**src/rtl/mem_stage.sv**
```systemverilog
// Memory-access stage: serialises loads/stores over the byte-wide
// memory-controller port and registers results towards writeback.
package mem_pkg;
  localparam int CMD_NOP = 0;
  localparam int CMD_ALU = 1;
  localparam int CMD_LB  = 8;
  localparam int CMD_LH  = 9;
  localparam int CMD_LW  = 10;
  localparam int CMD_LBU = 11;
  localparam int CMD_LHU = 12;
  localparam int CMD_SB  = 13;
  localparam int CMD_SH  = 14;
  localparam int CMD_SW  = 15;

  typedef enum logic [1:0] {
    S_IDLE,
    S_REQ,
    S_XFER,
    S_DONE
  } state_t;
endpackage

module mem_stage
  import mem_pkg::*;
#(
  parameter int CMD_W = 6
) (
  input  logic             clk_in,
  input  logic             rst_in,
  input  logic             rdy_in,
  input  logic [CMD_W-1:0] cmdtype_in,
  input  logic [4:0]       rsd_addr_in,
  input  logic [31:0]      rsd_data_in,
  input  logic             write_rsd_in,
  input  logic [31:0]      mem_addr_in,
  input  logic [31:0]      store_data_in,
  output logic             mem_req_o,
  input  logic             mem_grant_i,
  output logic [31:0]      mem_a_o,
  output logic             mem_wr_o,
  output logic [7:0]       mem_dout_o,
  input  logic [7:0]       mem_din_i,
  output logic             stall_o,
  output logic [4:0]       rsd_addr_o,
  output logic [31:0]      rsd_data_o,
  output logic             write_rsd_o,
  output logic             mem_forward_o,
  output logic [4:0]       mem_forward_addr_o,
  output logic [31:0]      mem_forward_data_o
);

  logic is_lb, is_lh, is_lw, is_lbu, is_lhu;
  logic is_sb, is_sh, is_sw;
  logic is_ld, is_st, is_mem;
  logic [2:0] n_in;

  assign is_lb  = cmdtype_in == CMD_W'(CMD_LB);
  assign is_lh  = cmdtype_in == CMD_W'(CMD_LH);
  assign is_lw  = cmdtype_in == CMD_W'(CMD_LW);
  assign is_lbu = cmdtype_in == CMD_W'(CMD_LBU);
  assign is_lhu = cmdtype_in == CMD_W'(CMD_LHU);
  assign is_sb  = cmdtype_in == CMD_W'(CMD_SB);
  assign is_sh  = cmdtype_in == CMD_W'(CMD_SH);
  assign is_sw  = cmdtype_in == CMD_W'(CMD_SW);

  assign is_ld  = is_lb | is_lh | is_lw | is_lbu | is_lhu;
  assign is_st  = is_sb | is_sh | is_sw;
  assign is_mem = is_ld | is_st;

  always_comb begin
    n_in = 3'd0;
    unique case (1'b1)
      is_lb, is_lbu, is_sb: n_in = 3'd1;
      is_lh, is_lhu, is_sh: n_in = 3'd2;
      is_lw, is_sw:         n_in = 3'd4;
      default:              n_in = 3'd0;
    endcase
  end

  state_t      state, nstate;
  logic        lat_st;
  logic        lat_sx;
  logic [2:0]  lat_n;
  logic [31:0] base;
  logic [31:0] sdata;
  logic [4:0]  lat_rd;
  logic [2:0]  idx;
  logic        cap_vld;
  logic [1:0]  cap_idx;
  logic [31:0] lbuf;

  logic        in_xfer, more, issue, last;
  logic        st_done, ld_done;
  logic [31:0] asm_w, ld_val;
  logic [4:0]  nxt_addr;
  logic [31:0] nxt_data;
  logic        nxt_we;

  assign in_xfer = state == S_XFER;
  assign more    = idx < lat_n;
  assign issue   = in_xfer & more & mem_grant_i & rdy_in;
  assign last    = idx == lat_n - 3'd1;
  assign st_done = issue & lat_st & last;
  assign ld_done = in_xfer & ~lat_st & cap_vld
                 & ({1'b0, cap_idx} == lat_n - 3'd1);

  // Merge the byte arriving this cycle so the final one lands directly
  always_comb begin
    asm_w = lbuf;
    asm_w[{cap_idx, 3'b000} +: 8] = mem_din_i;
  end

  always_comb begin
    ld_val = asm_w;
    case (lat_n)
      3'd1: ld_val = {{24{lat_sx & asm_w[7]}}, asm_w[7:0]};
      3'd2: ld_val = {{16{lat_sx & asm_w[15]}}, asm_w[15:0]};
      default: ld_val = asm_w;
    endcase
  end

  assign mem_req_o  = (state == S_REQ) | (in_xfer & more);
  assign mem_wr_o   = issue & lat_st;
  assign mem_a_o    = in_xfer ? base + {29'd0, idx} : '0;
  assign mem_dout_o = (in_xfer & lat_st)
                    ? sdata[{idx[1:0], 3'b000} +: 8] : '0;

  assign stall_o = rst_in
                 & ((state == S_IDLE & is_mem)
                 | state == S_REQ | in_xfer);

  always_comb begin
    nstate   = state;
    nxt_addr = '0;
    nxt_data = '0;
    nxt_we   = 1'b0;
    unique case (state)
      S_IDLE: begin
        if (is_mem) begin
          nstate = S_REQ;
        end else begin
          nxt_addr = rsd_addr_in;
          nxt_data = rsd_data_in;
          nxt_we   = write_rsd_in & (|rsd_addr_in);
        end
      end
      S_REQ: begin
        if (mem_grant_i) nstate = S_XFER;
      end
      S_XFER: begin
        if (st_done) begin
          nstate = S_DONE;
        end else if (ld_done) begin
          nstate   = S_DONE;
          nxt_addr = lat_rd;
          nxt_data = ld_val;
          nxt_we   = |lat_rd;
        end
      end
      S_DONE: nstate = S_IDLE;
      default: nstate = S_IDLE;
    endcase
  end

  always_ff @(posedge clk_in or negedge rst_in) begin
    if (!rst_in) begin
      state       <= S_IDLE;
      lat_st      <= 1'b0;
      lat_sx      <= 1'b0;
      lat_n       <= '0;
      base        <= '0;
      sdata       <= '0;
      lat_rd      <= '0;
      idx         <= '0;
      cap_vld     <= 1'b0;
      cap_idx     <= '0;
      lbuf        <= '0;
      rsd_addr_o  <= '0;
      rsd_data_o  <= '0;
      write_rsd_o <= 1'b0;
    end else if (rdy_in) begin
      state       <= nstate;
      rsd_addr_o  <= nxt_addr;
      rsd_data_o  <= nxt_data;
      write_rsd_o <= nxt_we;
      cap_vld     <= issue & ~lat_st;
      cap_idx     <= idx[1:0];
      if (cap_vld) lbuf <= asm_w;
      if (state == S_IDLE && is_mem) begin
        lat_st <= is_st;
        lat_sx <= is_lb | is_lh;
        lat_n  <= n_in;
        base   <= mem_addr_in;
        sdata  <= store_data_in;
        lat_rd <= rsd_addr_in;
        idx    <= '0;
        lbuf   <= '0;
      end else if (issue) begin
        idx <= idx + 3'd1;
      end
    end
  end

  assign mem_forward_o      = write_rsd_o & (|rsd_addr_o);
  assign mem_forward_addr_o = rsd_addr_o;
  assign mem_forward_data_o = rsd_data_o;

endmodule

```
**config.mk**
```make
export PLATFORM = sky130hd
export DESIGN_NAME = mem_stage
export DESIGN_NICKNAME = d
export VERILOG_FILES = /design/src/rtl/mem_stage.sv
export SDC_FILE = /design/constraint.sdc
export NUM_CORES = 1
export LEC_CHECK = 0
export CORE_AREA = 2 2 147 149
export DETAILED_ROUTE_END_ITERATION = 10
export DIE_AREA = 0 0 149 151
export MAX_ROUTING_LAYER = met4
export PLACE_DENSITY = 0.76
export RECOVER_POWER = 50
export SYNTH_ARGS = -nofsm -noshare
export SYNTH_HDL_FRONTEND = slang
export SYNTH_SLANG_ARGS = --single-unit
```
**constraint.sdc**
```tcl
create_clock -name clk_in -period 3.5 [get_ports clk_in]
set_clock_uncertainty 0.1 [all_clocks]
set_input_delay 0.875 -clock clk_in [delete_from_list [all_inputs] [get_ports clk_in]]
set_output_delay 0.875 -clock clk_in [all_outputs]
set_load 0.02 [all_outputs]
```
Yosys cells after proc, flatten, opt, wreduce, memory -nomap -nowiden
Cells that the tools add are included.
{ "totals": {"ff_bits": 152, "wordCells": 107, "output_inout_bits": 119, "in_bits": 120} }
{ "op_classes": {"add_sub_neg": 4, "magnitude_cmp": 1, "muxes": 26, "n_eq_ne": 18, "shift": 3, "reduce_logical": 14, "bitwise_logic": 27} }
{ "op_table": {"columns": ["cell", "n"], "rows": [
  ["2-to-1 mux 32 bit", 6],
  ["case mux 32 bit (2 select lines)", 2],
  ["equality test 6 x 4 -> 1 bit (second input constant)", 8],
  ["adder 32 x 3 -> 32 bit", 1],
  ["bitwise mux 32 bit", 1],
  ["variable shift 8 x 7 -> 32 bit (first input constant)", 1],
  ["indexed part select 32 x 6 -> 8 bit", 1],
  ["indexed part select 8 x 7 -> 32 bit", 1],
  ["bitwise AND 1 bit", 16],
  ["2-to-1 mux 5 bit", 3],
  ["OR reduction 5 bit", 3],
  ["bitwise OR 1 bit", 10],
  ["case mux 5 bit (2 select lines)", 1],
  ["case mux 3 bit (3 select lines)", 1],
  ["2-to-1 mux 2 bit", 4],
  ["2-to-1 mux 8 bit", 1],
  ["case mux 2 bit (4 select lines)", 1],
  ["negation 5 -> 7 bit", 1],
  ["2-to-1 mux 3 bit", 2],
  ["AND reduction 2 bit", 3],
  ["OR reduction 3 bit", 2],
  ["equality test 2 bit (second input constant)", 2],
  ["inequality test 2 bit (second input constant)", 2],
  ["AND reduction 4 bit", 1],
  ["other kinds (16)", 19]
]} }

Depth between registers and ports, before layout
{ "logic_depth": {"word_depth": 10, "depth_mapped": 9, "mapped_depth_nobuf": 7} }

Least setup slack after synthesis
OpenSTA, ideal clock, no wires.
{ "synth_path": {"path_type": "reg2out", "start": "reg idx[0]", "end": "out mem_wr_o", "path_buffers": 1, "path_slack_ps": 202, "path_stages_with_launch": 8, "arrival_time_ps": 2323, "required_ps": 2525, "path_cell_list": "dfrtp_1 -> buf_1 -> inv_1 -> ha_1 -> and3b_1 -> a2111oi_0 -> nand3_1 -> nor2_1"} }
{ "synth_between": {"elab_chain_cells": 5} }
{ "synth_rtl": {"columns": ["element", "line", "rtl"], "rows": [
  ["from (decl)", "87", "logic [2:0] idx;"],
  ["from (signal assigned)", "199", "idx <= idx + 3'd1;"],
  ["< comparator 3 bit", "100", "assign more = idx < lat_n;"],
  ["bitwise AND 1 bit (3 in a row)", "101", "assign issue = in_xfer & more & mem_grant_i & rdy_in;"],
  ["bitwise AND 1 bit", "123", "assign mem_wr_o = issue & lat_st;"],
  ["to (decl)", "40", "output logic mem_wr_o,"]
]} }
Every way passes these cells.

Final worst setup path
{ "layout_path": {"start": "reg base[0]", "end": "out mem_a_o[22]"} }
{ "layout_between": {"elab_chain_cells": 2} }
{ "layout_rtl": {"columns": ["element", "line", "rtl"], "rows": [
  ["from (decl)", "84", "logic [31:0] base;"],
  ["from (signal assigned)", "193", "base <= mem_addr_in;"],
  ["adder 32 x 3 -> 32 bit", "124", "assign mem_a_o = in_xfer ? base + {29'd0, idx} : '0;"],
  ["2-to-1 mux 32 bit", "124", null],
  ["to (decl)", "39", "output logic [31:0] mem_a_o,"]
]} }
Every way passes these cells.

==> results.txt <==
area delta synth->final: 37.5%
H-tree depth: 4
Worst Setup Path Type: flop to output pin
DP HPWL: 16400 um
CP most frequent cell: buf_4
# DRC: 0
number of global-route vias before repair: 7100
drt total wl: 22400 um
initial antenna violation count: 1
die height: 151 um
CP endpoint kind: output pin
hold path startpoint: sdata[17]$_DFFE_PN0P_
All-Layer GR Usage: 21.0%
Pwr per Cell Area: 703 nW/um2
Vias: 7185
worst-margin pin slew: 1.38 ns
post-synthesis sequential area ratio: 46.4%
Hold WC Path Type: flop to flop
Layout Nets: 1265
area share of the largest cell type after synthesis: 46.4%
CP required: 2.52 ns
clk_lat worst skew: 0.41 ns
Worst Setup SP: base[0]$_DFFE_PN0P_
outcome: complete, no violations
count of cell types in the netlist: 63
CTS buffer count: 17
Reg clk slew, reported paths: 0.06 ns
CP Cell Sequence: ha_1, fa_2, a21oi_4, nand3b_1, buf_4, buf_4, nor4_1, xnor2_1, nor2_1, buf_4
routed wire length per instance: 15.9 um
dpl cell area: 10700 um2
RePlAce Congestion: 0.832
share of cells above drive strength 1: 10.4%
Final Max Tran Viols: 0
CTS Sinks: 152
FP Rows: 53
Tmin final: 3.45 ns
XOR/XNOR Fraction of Synth Area: 3.74%
Die W: 149 um
mapped cell area: 8200 um2
Setup WS pre-CTS: -0.0182 ns
Post-Syn Area per Cell: 8.97 um2
Post-Synthesis Cells: 914
syn nets: 1053
simple-gate share of the synthesized area: 24.1%
final hold vios: 0
synth top area cells: dfrtp_1, nand2_1, nor2b_1
Via density: 5.08
Yosys warnings: 0
num ports: 239
Initial DRC Count: 331
setup ws final: 0.0503 ns
Synth Area in Adders: 2.99%
P_leak: 0.00508 uW
Seq cells post-synth: 152
first-pass GRT wire length: 36400 um
total power: 7930 uW
first drt pass iteration count: 5
post-route design area: 11300 um2
global route overflow: 0
RR Startpoint: cap_idx[0]$_DFFE_PN0P_
full die area: 22500 um2
WP data arrival: 2.47 ns
final hold slack: 0.370 ns
Max clock buf depth: 2
Worst VDD drop: 365 uV
clk root buf: clkbuf_16
final setup violation count: 0
fmax: 290 MHz
largest family of logic cells by synthesized area: simple AND/OR/NAND/NOR gates
TNS Setup: 0 ns
biggest area consumer among synthesized cells: dfrtp_1
Port Buffers: 238
Placeable Area: 20800 um2
pin count of the biggest net entering global routing: 67
critical path peak fanout: 3
Main synth FF type: dfrtp_1
Routed Antenna Nets: 0
Max Cap Violations: 0
RSZ-0062 raised after global routing: true
startpoint types: flop
Initial Util: 39.4%
crit-path max cell delay: 0.39 ns
complex-gate fraction of the synthesized area: 13.8%
TritonCTS clock tree: built
Synth async-reset ratio: 100%
fin crit share: 98.6%
worst slew margin relative to its limit: 7.88%
post-synthesis mux area share: 2.46%
Slowest-stage cell, CP: dfrtp_1
Post-synth EDFFs: 0
worst paths after layout:
check	endpoint	slack, ns	depth (start not counted)
min in group asynchronous	lbuf[3]$_DFFE_PN0P_	0.57	1
hold reg to reg	sdata[17]$_DFFE_PN0P_	0.37	2
setup / recovery	mem_a_o[22]	0.05	10
setup reg to reg	mem_forward_data_o[25]$_DFFE_PN0P_	0.82	7
max in group asynchronous	sdata[1]$_DFFE_PN0P_	0.60	3
hold / removal	sdata[17]$_DFFE_PN0P_	0.37	2
worst max-delay path: cells and delay by family (launching register included):
family,cells,cell delay (ns)
adders and majority gates,2,0.60
DFF,1,0.39
buffers and inverters,3,0.39
and+or+nand+nor,3,0.32
AOI/OAI and AO/OA,1,0.22
xor gates and xnor gates,1,0.13
through the flow:
step	std cells	utilization (%)
after floorplan	914	-
final	1415	54.2
after CTS	1409	54.2
after global placement	1372	51.4
after global routing	1415	54.2
after detailed placement	1372	51.4
report_power, final:
part | internal [uW] | switching (uW) | leakage, uW
sequential | 2290 | 456 | 0.00199
clock | 1020 | 744 | 0.000274
combinational | 1570 | 1840 | 0.00282
total | 4890 | 3040 | 0.00508
layout by cell type, fill, tap and decap left out, types with 3 or more instances in the layout:
master and count:
nand3b_1 3, and3_1 16, nor2_1 38, clkbuf_1 4, o21ai_0 43, ha_1 18, clkbuf_2 11, a221oi_1 17
nor2b_1 52, nor2_2 3, clkdlybuf4s50_1 186, dfrtp_1 151, o21ai_1 9, xor2_1 15, or4_1 3, dlygate4sd3_1 18
inv_6 4, a21oi_1 56, xnor2_1 20, inv_1 14, buf_2 6, clkbuf_16 17, or3_1 3, mux4_2 8
nand3_1 21, nor3_1 6, and2_1 6, a22oi_1 5, a22o_1 23, buf_4 39, nand4_1 11, nand2_1 232
clkinvlp_4 3, o211ai_1 8, dlygate4sd2_1 11, nor4_1 3
cells in the mapped netlist (11+ instances only):
master,instances
dfrtp_1,152
o21ai_0,44
nor2b_1,53
ha_1,18
nand3_1,22
inv_1,14
buf_4,37
nand2_1,232
a221oi_1,17
xnor2_1,20
and3_1,17
nand4_1,11
clkbuf_1,42
a21oi_1,57
xor2_1,15
a22o_1,23
nor2_1,41
final cells by class:
type / instances / area [um2]
clock inverter: 12 / 115
sequential: 152 / 3800
clock buffer: 20 / 457
multi-input combinational: 660 / 3910
tap: 275 / 344
antenna: 1 / 2.50
timing repair buffer: 279 / 2580
inverter: 16 / 60.1
fill: 1934 / 9550
flip-flops by register name (all words and copies together) (netlist names), 3 cells and up:
register	cells
mem_forward_addr_o	5
idx	3
lbuf	32
base	32
sdata	32
lat_rd	5
mem_forward_data_o	32
lat_n	3
per-layer routing:
metal,vias up,track usage [%],wire (um),part of all wire [%]
li1,3528,-,-,-
met1,3378,26.6,9860,44
met2,260,33.8,10600,47
met3,19,5.06,1570,7.0
met4,0,5.95,369,1.6
met5,-,-,0,0
what timing repair did:
item                                    CTS  global route
pin swaps                                 1             4
buffers inserted                          5             5
endpoints found under the setup margin   30            22
gates cloned                              0             0
resized for setup                        54            31
hold buffers                              0             0
kinds of logic (layout without fill, tap and decap cells):
| family | Yosys count | count (layout) |
|---|---|---|
| mux | 10 | 10 |
| xor+xnor | 35 | 35 |
| simple gates | 417 | 417 |
| other cells | 0 | 1 |
| compound gates | 179 | 179 |
| fa+ha+maj | 19 | 19 |
| buf+inv | 102 | 327 |
| flops | 152 | 152 |
No activity file was read; power rests on OpenSTA's default activity.
